===== src/rtl/mem_access.sv =====
// mem_access: memory stage driving a single-outstanding req/ack data bus; MEM_BUS_TIMEOUT_EN adds a bus watchdog.
package mem_access_pkg;
    localparam int XLEN = 32;
    typedef enum logic [2:0] {UNIT_ALU, UNIT_BRANCH, UNIT_MEM, UNIT_AMO, UNIT_CSR} unit_t;
    typedef enum logic [1:0] {SIZE_B, SIZE_H, SIZE_W} op_size_t;
    typedef struct packed {
        unit_t      unit;
        logic       is_store;
        logic       is_unsigned;
        op_size_t   op_size;
        logic [4:0] rd;
    } decode_t;
    typedef struct packed {
        logic            valid;
        logic [3:0]      cause;
        logic [XLEN-1:0] value;
    } except_t;
    typedef struct packed {
        logic            valid;
        logic [XLEN-1:0] pc;
        decode_t         decode;
        except_t         except;
    } issued_instr_t;
    localparam logic [3:0] CAUSE_LOAD_ACCESS_FAULT = 4'd5;
    localparam logic [3:0] CAUSE_STORE_ACCESS_FAULT = 4'd7;
endpackage

`define EXCEPT_LOAD_ACCESS_FAULT(a) '{valid: 1'b1, cause: mem_access_pkg::CAUSE_LOAD_ACCESS_FAULT, value: (a)}
`define EXCEPT_STORE_ACCESS_FAULT(a) '{valid: 1'b1, cause: mem_access_pkg::CAUSE_STORE_ACCESS_FAULT, value: (a)}

module mem_access
    import mem_access_pkg::*;
#(
    parameter int XLEN = 32,
    parameter int TIMEOUT_CYCLES = 255
) (
    input  logic            i_clk,
    input  logic            i_rst,
    input  logic            i_flush,
    input  logic            i_stall,
    input  issued_instr_t   i_instr,
    input  logic [XLEN-1:0] i_data,
    input  logic [XLEN-1:0] i_data_rs2,
    output logic            o_stall,
    output issued_instr_t   o_instr,
    output logic [XLEN-1:0] o_data,
    output logic            o_dbus_req,
    output logic            o_dbus_we,
    output logic [XLEN-1:0] o_dbus_addr,
    output logic [3:0]      o_dbus_be,
    output logic [XLEN-1:0] o_dbus_wdata,
    input  logic            i_dbus_ack,
    input  logic [XLEN-1:0] i_dbus_rdata,
    input  logic [31:0]     i_log_fd
);
    typedef enum logic [1:0] {IDLE, BUSY, DONE, DRAIN} state_t;
    state_t state, state_n;
    logic mem_op, tmo, faulted, upd, uns;
    logic [1:0] lo;
    op_size_t sz;
    except_t fault;
    logic [3:0] be_n;
    logic [XLEN-1:0] wdata_n, shifted, load_val, hold, n_data;
    issued_instr_t n_instr;

    assign mem_op = i_instr.valid & ~i_instr.except.valid & (i_instr.decode.unit == UNIT_MEM);
    assign o_stall = i_stall | (mem_op & state != DONE) | state == DRAIN;

    assign be_n = i_instr.decode.op_size == SIZE_B ? 4'b0001 << i_data[1:0] :
                  i_instr.decode.op_size == SIZE_H ? 4'b0011 << i_data[1:0] : 4'b1111;
    assign wdata_n = i_instr.decode.op_size == SIZE_B ? {(XLEN/8){i_data_rs2[7:0]}} :
                     i_instr.decode.op_size == SIZE_H ? {(XLEN/16){i_data_rs2[15:0]}} : i_data_rs2;
    assign shifted = i_dbus_rdata >> {lo, 3'b000};
    assign load_val = sz == SIZE_B ? {{(XLEN-8){~uns & shifted[7]}}, shifted[7:0]} :
                      sz == SIZE_H ? {{(XLEN-16){~uns & shifted[15]}}, shifted[15:0]} : shifted;

`ifdef MEM_BUS_TIMEOUT_EN
    localparam int CW = $clog2(TIMEOUT_CYCLES + 1);
    logic [CW-1:0] cnt;
    assign tmo = state == BUSY & ~i_dbus_ack & (cnt == CW'(TIMEOUT_CYCLES - 1));
    always_ff @(posedge i_clk) begin
        if (i_rst || i_flush || i_dbus_ack || state != BUSY)
            cnt <= '0;
        else
            cnt <= cnt + 1'b1;
        if (i_rst || (state == IDLE && state_n == BUSY))
            faulted <= 1'b0;
        else if (tmo && !i_flush)
            faulted <= 1'b1;
        if (tmo && o_dbus_we)
            fault <= `EXCEPT_STORE_ACCESS_FAULT(i_data);
        else if (tmo)
            fault <= `EXCEPT_LOAD_ACCESS_FAULT(i_data);
    end
`else
    assign tmo = 1'b0;
    assign faulted = 1'b0;
    assign fault = '0;
`endif

    always_ff @(posedge i_clk)
        state <= i_rst ? IDLE : state_n;

    always_comb begin
        state_n = state;
        case (state)
            IDLE:  if (mem_op && !i_flush) state_n = BUSY;
            BUSY:  if (i_dbus_ack || tmo) state_n = i_flush ? IDLE : DONE;
                   else if (i_flush) state_n = DRAIN;
            DONE:  if (i_flush || !i_stall) state_n = IDLE;
            DRAIN: if (i_dbus_ack) state_n = IDLE;
            default: state_n = IDLE;
        endcase
    end

    // Bus fields stay frozen from launch until ack so the slave sees a stable request.
    always_ff @(posedge i_clk) begin
        if (i_rst) begin
            o_dbus_req   <= 1'b0;
            o_dbus_we    <= 1'b0;
            o_dbus_be    <= '0;
            o_dbus_addr  <= '0;
            o_dbus_wdata <= '0;
        end else if (state == IDLE && state_n == BUSY) begin
            o_dbus_req   <= 1'b1;
            o_dbus_we    <= i_instr.decode.is_store;
            o_dbus_be    <= be_n;
            o_dbus_addr  <= {i_data[XLEN-1:2], 2'b00};
            o_dbus_wdata <= wdata_n;
            lo           <= i_data[1:0];
            sz           <= i_instr.decode.op_size;
            uns          <= i_instr.decode.is_unsigned;
        end else if (i_dbus_ack || tmo) begin
            o_dbus_req   <= 1'b0;
        end
    end

    always_ff @(posedge i_clk)
        if (state == BUSY && i_dbus_ack) hold <= load_val;

    always_comb begin
        upd = 1'b0;
        n_instr = o_instr;
        n_data = o_data;
        if (i_flush) begin
            upd = 1'b1;
            n_instr = '0;
            n_data = '0;
        end else if (!i_stall) begin
            upd = 1'b1;
            if (state == DONE) begin
                n_instr = i_instr;
                if (faulted) n_instr.except = fault;
                n_data = (o_dbus_we || faulted) ? i_data : hold;
            end else if (state == IDLE && !mem_op) begin
                n_instr = i_instr;
                n_data = i_data;
            end else begin
                n_instr = '0;
            end
        end
    end

    always_ff @(posedge i_clk) begin
        if (i_rst) begin
            o_instr <= '0;
            o_data  <= '0;
        end else if (upd) begin
            o_instr <= n_instr;
            o_data  <= n_data;
        end
    end

`ifndef SYNTHESIS
    always_ff @(posedge i_clk)
        if (!i_rst && upd && i_log_fd != 0)
            $display("[MEM] valid=%0d pc=%h addr=%h data=%h", n_instr.valid, n_instr.pc, i_data, n_data);
`endif
endmodule

===== config.mk =====
export PLATFORM = sky130hd
export DESIGN_NAME = mem_access
export DESIGN_NICKNAME = d
export VERILOG_FILES = /design/src/rtl/mem_access.sv
export SDC_FILE = /design/constraint.sdc
export NUM_CORES = 1
export LEC_CHECK = 0
export CORE_AREA = 2 2 157 159
export DETAILED_ROUTE_END_ITERATION = 12
export DIE_AREA = 0 0 159 161
export PLACE_DENSITY = 0.73
export SLEW_MARGIN = 0
export SYNTH_ARGS = -nofsm -noshare
export SYNTH_HDL_FRONTEND = slang
export SYNTH_SLANG_ARGS = --single-unit
export TNS_END_PERCENT = 100

===== constraint.sdc =====
create_clock -name i_clk -period 5.1 [get_ports i_clk]
set_input_delay 1.02 -clock i_clk [delete_from_list [all_inputs] [get_ports i_clk]]
set_output_delay 1.02 -clock i_clk [all_outputs]
set_load 0.03 [all_outputs]

==> run summary <==
======================================================================================
Total vias in the final route                                                     8247
Die area                                                                   0.0256 mm^2
Vias in the first global route                                                    7935
Power density over the cells                                               299 mW/mm^2
FF+latch count, synth                                                              221
Cell seen most often among critical-path stages                           sky130_fd_sc_hd__clkdlybuf4s50_1
Type of the worst setup path                                              input port to output pin
Gr ovfl total                                                                        0
Critical path destination                                                      o_stall
Worst vdd rail ir drop                                                          221 uV
Remaining design rule violation count                                                0
Endpoint of the worst register-to-register path                               hold[16]
TritonCTS buffer count                                                              26
Initial cell density of the core                                                 37.2%
Number of library cell types mapped by synthesis                                    40
Layout Nets                                                                       1487
Cts hold-fix bufs                                                                    0
Critical path peak fanout                                                            5
Depth of the worst register-to-register path                                         4
# rows                                                                              57
Cells resized by post-CTS repair                                                     0
Worst slack, placed                                                            1.13 ns
Outcome                                                                   complete, no violations
Most common flop cell mapped by yosys                                     sky130_fd_sc_hd__dfxtp_1
Max H-tree Level                                                                     1
Hold WC Path Type                                                         flop to flop
First-pass GRT wire length                                                     45.0 mm
IO Port Bufs                                                                       365
Root buf cell                                                             sky130_fd_sc_hd__clkbuf_16
First-pass detailed-route iteration total                                            5
Sum of negative setup slack                                                       0 ns
Element type at the critical path end                                       output pin
Setup repair after global routing missed its margin                                 no
Clk_skew                                                                     0.0102 ns
Leading cell type by number of instances after synthesis                  sky130_fd_sc_hd__dfxtp_1
DR WL/cell                                                                     18.4 um
Fraction of registers with async set or reset after synthesis                       0%
Detail-routed via count per cell                                                  5.12
Origin of the critical flop-to-flop path                                         lo[1]
Worst endpoint data arrival time                                               2.95 ns
Required @ worst endpoint                                                      4.08 ns
Hold Crit Depth                                                                      2
Clock slew seen by the registers of the worst setup and hold paths             0.06 ns
GRT Overall Usage                                                                22.1%
Die span in y                                                                   161 um
Critical Path Source                                                       i_instr[47]
List of most frequent post-synthesis cells                                sky130_fd_sc_hd__dfxtp_1 (184), sky130_fd_sc_hd__nor2_1 (152), sky130_fd_sc_hd__nand2_1 (125), sky130_fd_sc_hd__a22oi_1 (94), sky130_fd_sc_hd__a21oi_1 (73)
Routability cong.                                                                0.858
Crit-path cells                                                           clkdlybuf4s50_1 -> nor2b_1 -> a221o_1 -> clkdlybuf4s50_1
Synthesis-to-finish area growth                                                  51.7%
Post-Syn Area                                                             0.00892 mm^2
CTS tree                                                                          done
Avg Inst Size Synth                                                          9.47 um^2
Number of flops mapped to enable cells by yosys                                     37
Detailed-placement wirelength estimate                                         20.9 mm
Part of the cycle the worst path needs                                           77.9%
Largest net degree at the start of global routing                                   95
Worst-Margin Slew                                                              1.11 ns
Placeable core region                                                      0.0240 mm^2
Final critical-path setup slack                                                1.13 ns
Number of warnings issued by yosys                                                   0
Number of fillers in the final layout                                             2162
Library cell contributing the largest single delay on the critical path   sky130_fd_sc_hd__clkdlybuf4s50_1
Count of final hold-check violations                                                 0
Number of clock sinks                                                              221
Hold Slack                                                                    0.455 ns
Setup violations, final                                                              0
I/O pins                                                                           400
Gate count after technology mapping                                                942
Final routed wirelength across all metal layers                                29.7 mm
Width of the die                                                                159 um
Cell class contributing the biggest share of worst-path delay             buffers and inverters
Buffer levels on the longest clock path                                              3
Postcts setup bufs                                                                   0
Worst setup SP type                                                         input port
Crit path buffers/inverters                                                          2
Fraction of layout cells with a size suffix above 1                              5.90%
Share of the yosys chip area belonging to registers                              53.8%
Antenna cells                                                                        0
Post-synthesis cell type with the largest combined area                   sky130_fd_sc_hd__dfxtp_1
Highest attainable clock frequency                                             252 MHz
Pins over their slew limit                                                           0
Leak Pwr                                                                    0.00475 uW
Worst-Skew Late Latency                                                        0.52 ns
Post-DRT Antenna Nets                                                                0
Reg-to-reg setup timing slack                                                  2.49 ns
Path length in cells of the critical path                                            4
Number of antenna violations at the first check in global routing                    0
Largest cells by area after synthesis                                     sky130_fd_sc_hd__dfxtp_1 (41%), sky130_fd_sc_hd__edfxtp_1 (12%), sky130_fd_sc_hd__a22oi_1 (7.9%), sky130_fd_sc_hd__nor2_1 (6.4%), sky130_fd_sc_hd__mux2i_1 (5.6%)
Crit path time final                                                           3.97 ns
Max-cap violations                                                                   0
Top cell type's share of synthesized area                                        41.3%
Initial DRC Count                                                                  662
Slew margin rel.                                                                 26.0%
Slowest stage delay, CP                                                        0.70 ns
======================================================================================
[state kept, by name, summed over array words and instances, names as in the netlist, 4 cells and up]
register / flops
o_dbus_wdata: 32
hold: 32
o_data: 32
o_dbus_be: 4
o_instr: 82
o_dbus_addr: 30
[cells in the final DEF, fill, tap and decap left out, types with 2 or more instances in the layout]
| cell type | netlist | routed |
|---|---|---|
| sky130_fd_sc_hd__o21ai_0 | 33 | 33 |
| sky130_fd_sc_hd__dfxtp_1 | 184 | 184 |
| sky130_fd_sc_hd__clkbuf_16 | 0 | 27 |
| sky130_fd_sc_hd__nand2b_1 | 4 | 4 |
| sky130_fd_sc_hd__clkbuf_1 | 47 | 6 |
| sky130_fd_sc_hd__mux2i_1 | 50 | 50 |
| sky130_fd_sc_hd__nor3_1 | 7 | 7 |
| sky130_fd_sc_hd__buf_4 | 15 | 11 |
| sky130_fd_sc_hd__buf_12 | 0 | 2 |
| sky130_fd_sc_hd__a2111oi_0 | 2 | 2 |
| sky130_fd_sc_hd__a311oi_1 | 8 | 8 |
| sky130_fd_sc_hd__conb_1 | 1 | 2 |
| sky130_fd_sc_hd__a211oi_2 | 4 | 3 |
| sky130_fd_sc_hd__clkinv_2 | 0 | 6 |
| sky130_fd_sc_hd__nand2_1 | 125 | 125 |
| sky130_fd_sc_hd__nor2_1 | 152 | 152 |
| sky130_fd_sc_hd__mux2_2 | 14 | 14 |
| sky130_fd_sc_hd__inv_1 | 3 | 3 |
| sky130_fd_sc_hd__clkinv_1 | 0 | 5 |
| sky130_fd_sc_hd__nor2b_1 | 15 | 14 |
| sky130_fd_sc_hd__a211oi_1 | 31 | 31 |
| sky130_fd_sc_hd__ha_1 | 4 | 4 |
| sky130_fd_sc_hd__edfxtp_1 | 37 | 37 |
| sky130_fd_sc_hd__a21oi_1 | 73 | 73 |
| sky130_fd_sc_hd__nor3b_1 | 4 | 4 |
| sky130_fd_sc_hd__clkdlybuf4s50_1 | 0 | 364 |
| sky130_fd_sc_hd__a22oi_1 | 94 | 94 |
| sky130_fd_sc_hd__nand3b_1 | 3 | 3 |
[final cells by class]
type,count,area [um^2],area share (%)
timing repair buffer,377,3770,27.8
clock inverter,14,81.3,0.601
inverter,3,11.3,0.0833
sequential,221,4790,35.4
clock buffer,34,712,5.26
multi-input combinational,639,3750,27.8
tap,324,405,3.00
[worst min path at each step]
stage | from | endpoint
2_1_floorplan | state[1] | state[1]
3_3_place_gp | o_dbus_wdata[6] | o_dbus_wdata[6]
3_5_place_dp | o_dbus_wdata[31] | o_dbus_wdata[31]
4_1_cts | o_dbus_wdata[31] | o_dbus_wdata[31]
5_1_grt | o_dbus_wdata[25] | o_dbus_wdata[25]
6_report | o_dbus_wdata[31] | o_dbus_wdata[31]
[logic make-up (layout without fill, tap and decap cells)]
logic type               count (synthesis)  count (layout)  share of synthesized area [%]
AO/OA/AOI/OAI                          251             251                           18.8
adder cells (fa/ha/maj)                  4               4                          0.561
buffers and inverters                   83             428                           4.41
flip-flops                             221             221                           53.8
multiplexers                            65              65                           7.63
other                                    1               2                         0.0421
AND/OR/NAND/NOR                        317             317                           14.8
[stage by stage]
step                      std cells  area, um^2  power [uW]  util, %
after CTS                      1612       13500        4090     56.4
after detailed placement       1564       12700        2370     53.1
after global placement         1564       12700        2370     53.1
after floorplan                 943        8920        2090        -
after global routing           1612       13500        4200     56.4
final                          1612       13500        4040     56.4
[routing by layer]
| layer | wire (um) | vias to the layer above | global-route usage [%] |
|---|---|---|---|
| met3 | 2320 | 51 | 6.16 |
| li1 | - | 3984 | - |
| met4 | 813 | 0 | 6.61 |
| met1 | 12200 | 3900 | 27.7 |
| met2 | 14400 | 312 | 37.2 |
| met5 | 0 | - | 0 |
[power breakdown]
part	internal [uW]	switching [uW]
clock	984	725
sequential	1810	19.8
combinational	248	257
[tightest hold or removal path, cell delays in order (launching register included)]
cell and delay [ns]:
sky130_fd_sc_hd__dfxtp_1 0.31, sky130_fd_sc_hd__nand2_1 0.05, sky130_fd_sc_hd__a21oi_1 0.05
Power figures use the tool's default switching activity.
